**config.mk**
```make
export PLATFORM = sky130hd
export DESIGN_NAME = demux_1to4_flat
export DESIGN_NICKNAME = d
export VERILOG_FILES = /design/src/rtl/demux_1to4_if.sv /design/src/rtl/demux_1to4.sv /design/src/flat_wrapper.sv
export SDC_FILE = /design/constraint.sdc
export NUM_CORES = 1
export LEC_CHECK = 0
export ABC_AREA = 1
export ABC_CLOCK_PERIOD_IN_PS = 800
export CORE_AREA = 3 3 40 42
export CTS_BUF_LIST = sky130_fd_sc_hd__clkbuf_8
export CTS_CLUSTER_SIZE = 30
export DETAILED_ROUTE_END_ITERATION = 8
export DIE_AREA = 0 0 43 45
export PLACE_DENSITY_LB_ADDON = 0.12
export RECOVER_POWER = 50
export SLEW_MARGIN = 20
export SYNTH_ARGS = -nofsm -noshare
export SYNTH_HDL_FRONTEND = slang
export SYNTH_SLANG_ARGS = --single-unit
```
**constraint.sdc**
```tcl
create_clock -name clk -period 0.8 [get_ports clk]
set_input_delay 0.16 -clock clk [delete_from_list [all_inputs] [get_ports clk]]
set_output_delay 0.16 -clock clk [all_outputs]
set_load 0.01 [all_outputs]
```
**src/rtl/demux_1to4_if.sv**
```systemverilog
// Bus bundle for the 1-to-4 demultiplexer: routing controls in, four data lanes
// and their one-hot activity flags out.
interface demux_1to4_if #(
  parameter int DATA_W = 1
);
  logic                  en;
  logic [DATA_W-1:0]     data_in;
  logic [1:0]            select;
  logic [4*DATA_W-1:0]   data_out;
  logic [3:0]            lane_sel;

  modport master (output en, data_in, select, input data_out, lane_sel);
  modport slave  (input en, data_in, select, output data_out, lane_sel);
endinterface

```
**src/rtl/demux_1to4.sv**
```systemverilog
// 1-to-4 demultiplexer: steers data_in onto the lane picked by select.
// The output stage is either registered with one cycle of latency, or purely combinational.
module demux_1to4 #(
  parameter int DATA_W  = 1,
  parameter int REG_OUT = 1,
  parameter int HOLD    = 0
) (
  input  logic          clk,
  input  logic          rst,
  demux_1to4_if.slave   bus
);

  localparam bit HOLD_EN = (HOLD != 0) && (REG_OUT != 0);

  logic [3:0]          lane_sel_c;
  logic [4*DATA_W-1:0] data_c;

  // NOTE: every always_comb output gets a default first, so no path can infer a latch.
  always_comb begin
    lane_sel_c = '0;
    data_c     = '0;
    if (bus.en) begin
      // An X/Z select matches no item, so it falls to the all-zero default.
      case (bus.select)
        2'd0:    lane_sel_c = 4'b0001;
        2'd1:    lane_sel_c = 4'b0010;
        2'd2:    lane_sel_c = 4'b0100;
        2'd3:    lane_sel_c = 4'b1000;
        default: lane_sel_c = 4'b0000;
      endcase
    end
    for (int k = 0; k < 4; k++) begin
      if (lane_sel_c[k]) data_c[k*DATA_W +: DATA_W] = bus.data_in;
    end
  end

  select_known_a : assert property (@(posedge clk) disable iff (rst)
    bus.en |-> !$isunknown(bus.select))
    else $error("demux_1to4: select is X/Z while en is high");

  generate
    if (REG_OUT != 0) begin : g_reg
      logic [4*DATA_W-1:0] data_d, data_q;
      logic [3:0]          lane_sel_d, lane_sel_q;

      always_comb begin
        lane_sel_d = lane_sel_c;
        data_d     = data_q;
        for (int k = 0; k < 4; k++) begin
          if (!HOLD_EN || lane_sel_c[k]) data_d[k*DATA_W +: DATA_W] = data_c[k*DATA_W +: DATA_W];
        end
      end

      // NOTE: sequential state uses non-blocking assignments so all flops sample together.
      always_ff @(posedge clk) begin
        if (rst) begin
          data_q     <= '0;
          lane_sel_q <= '0;
        end else begin
          data_q     <= data_d;
          lane_sel_q <= lane_sel_d;
        end
      end

      assign bus.data_out = data_q;
      assign bus.lane_sel = lane_sel_q;
    end else begin : g_comb
      assign bus.data_out = data_c;
      assign bus.lane_sel = lane_sel_c;
    end
  endgenerate

endmodule

```
**src/flat_wrapper.sv**
```systemverilog
// flat-port wrapper written by rule: the top's interface ports become plain ports
module demux_1to4_flat 
#(
  parameter int DATA_W  = 1,
  parameter int REG_OUT = 1,
  parameter int HOLD    = 0
)
  (clk, rst, bus_en, bus_data_in, bus_select, bus_data_out, bus_lane_sel);
  demux_1to4_if #(.DATA_W(DATA_W)) bus_i ();
  input  logic clk;
  input  logic rst;
  input wire logic [$bits(bus_i.en)-1:0] bus_en;
  input wire logic [$bits(bus_i.data_in)-1:0] bus_data_in;
  input wire logic [$bits(bus_i.select)-1:0] bus_select;
  output wire logic [$bits(bus_i.data_out)-1:0] bus_data_out;
  output wire logic [$bits(bus_i.lane_sel)-1:0] bus_lane_sel;
  assign bus_i.en = bus_en;
  assign bus_i.data_in = bus_data_in;
  assign bus_i.select = bus_select;
  assign bus_data_out = bus_i.data_out;
  assign bus_lane_sel = bus_i.lane_sel;
  demux_1to4 #(.DATA_W(DATA_W), .REG_OUT(REG_OUT), .HOLD(HOLD)) u_core (.clk(clk), .rst(rst), .bus(bus_i));
endmodule
```
==> impl_metrics.yaml <==
outcome:
  status: "complete, but fails checks"
  violations: "setup timing"
cts:
  cts.sinks: 8
  cts_tree: "built"
  clockRootBuffer: "clkbuf_8"
  cts_buffer_depth: 2
  path_clk_slew_ps: 40
  cts_hold_buf: 0
  numCtsBuffers: 3
  post-cts-setup-buffer-count: 0
  htree_num_levels: 1
worst_setup_path:
  critPathSlowestCell: "dfxtp_1"
  path_class: "reg -> out"
  crit_path_cell_trace: "buf_2"
  critPathMaxStageDelay_ps: 300
  startpoint_type: "flop"
  path_max_fanout: 1
  cp-end-kind: "output port"
  crit_buf_inv: 1
  required_ps: 640
  crit_family: "flip-flops"
  crit_arrival_ps: 640
hold_path:
  hp-class: "in -> reg"
timing:
  finalCritPeriodShare_pct: 100
  slew_headroom_pct: 90.2
  rsz0062_at_grt: "yes"
  min_period_ps: 801
  holdWs_ps: 239
  setup_viol: 1
  max_freq_mhz: 1250
  setup_slack_ps: -1.32
  slew_violations: 0
  hold_violations: 0
  tightestPinTransition_ps: 147
global_routing:
  grt.total_usage_pct: 6.42
  grt_pass1_wl_um: 800
  antenna_found_initial: 0
  grt_pass1_vias: 210
  grt_max_degree: 5
  grt-ovfl-total: 0
synth:
  syn_avg_cell_area_um2: 8.38
  synthDominantCellAreaShare_pct: 63.7
  netlist_area_um2: 251
  ys_seq_elements: 8
  synthTopCellsByArea: "dfxtp_1, inv_1, nor2_1"
  synth_seq_area_share_pct: 63.7
  syn_nets: 36
  synth_cells: 30
  synth_top_cell_by_area: "dfxtp_1"
  synth_cell_types: 6
  ys_warn_count: 0
job:
  drv_cap: 0
drt:
  postRouteAntennaNets: 0
  drt-initial-drc-count: 5
  remaining_drc_errors: 0
  vias: 222
  via_per_inst: 3.64
  first_pass_iters: 4
  wl_per_cell_um: 7.46
  wirelength_um: 455
cells_and_area:
  final_util_pct: 32.3
  antenna_cells: 0
  synthToLayoutAreaGrowth_pct: 65.2
  instances_no_fill: 61
  drive_above_1_share_pct: 32.6
  nets: 54
  fin_area_um2: 415
floorplan:
  ios: 14
  coreArea_mm2: 0.00128
  num_rows: 13
  initial_core_util_pct: 19.6
  dieArea_mm2: 0.00194
  dieHeight_um: 45
  dieWidth_um: 43
power:
  p_total_uw: 948
  vdd_drop_max_mv: 0.757
  p_leak_nw: 0.249
  p_per_area_mw_per_mm2: 2280
place:
  hpwl_um: 358
  place.gp.congestion: 0.704
  dpl.cell_count: 58
  place_area_um2: 400
  port_buffers: 13
## sequential cells by signal, summed over array words and instances, names as in the netlist
signal	cells
u_core.bus.lane_sel	4
u_core.bus.data_out	4
## final cells by class
type	count	area (um^2)
Inverter	8	30.0
Clock buffer	3	41.3
Tap cell	15	18.8
Sequential cell	8	161
Fill cell	140	870
Multi-Input combinational cell	14	63.8
Timing Repair Buffer	13	100
## power breakdown
part | total, mW | switching, mW | internal [mW]
logic | 0.0687 | 0.0340 | 0.0348
clock network | 0.468 | 0.143 | 0.325
registers | 0.412 | 0.00178 | 0.410
total | 0.948 | 0.179 | 0.769
## per-layer routing
layer	vias up	global-route usage (%)	part of all wire (%)
met5	-	0	0
met4	0	9.04	6.6
met1	89	5.07	37
met3	5	4.38	14
met2	12	8.98	42
li1	116	-	-
## path summary, 6_finish.rpt
| path | from | endpoint | cells after the start |
|---|---|---|---|
| max | u_core.bus.lane_sel[2] | bus_lane_sel[2] | 1 |
| min | bus_en | u_core.bus.lane_sel[3] | 3 |
## cell usage after synthesis
master   n
inv_1    8
nor3_1   1
nor2_1   7
nor2_4   1
dfxtp_1  8
nand2_1  5
## cells in the final DEF, fill, tap and decap left out
| master | Yosys | final |
|---|---|---|
| inv_1 | 8 | 7 |
| nor2_1 | 7 | 7 |
| buf_2 | 0 | 7 |
| dfxtp_1 | 8 | 7 |
| nand2_1 | 5 | 4 |
| clkbuf_8 | 0 | 3 |
| clkdlybuf4s50_1 | 0 | 2 |
| dlymetal6s2s_1 | 0 | 2 |
| inv_2 | 0 | 1 |
| nor2_4 | 1 | 1 |
| nand2_2 | 0 | 1 |
| nor3_1 | 1 | 1 |
| dlygate4sd2_1 | 0 | 1 |
| buf_6 | 0 | 1 |
| dfxtp_2 | 0 | 1 |
## metrics by stage
stage,TNS [ps],setup WS [ps]
after floorplan,0,309
after global placement,-2920,-229
after detailed placement,-3000,-238
after CTS,-33.2,-13.6
after global routing,-150,-30.7
final,-1.32,-1.32
## cells by family (layout without fill, tap and decap cells)
kind of cell	Yosys count	in the layout	synth area share [%]
AND/OR/NAND/NOR	14	14	24.4
flip-flops	8	8	63.7
buffers and inverters	8	24	11.9
## timing repair
item | in CTS | in global routing
cloned | 0 | 0
setup endpoints to repair | 9 | 14
gates resized for setup | 33 | 6
pin swaps | 0 | 2
Power figures use the tool's default switching activity.
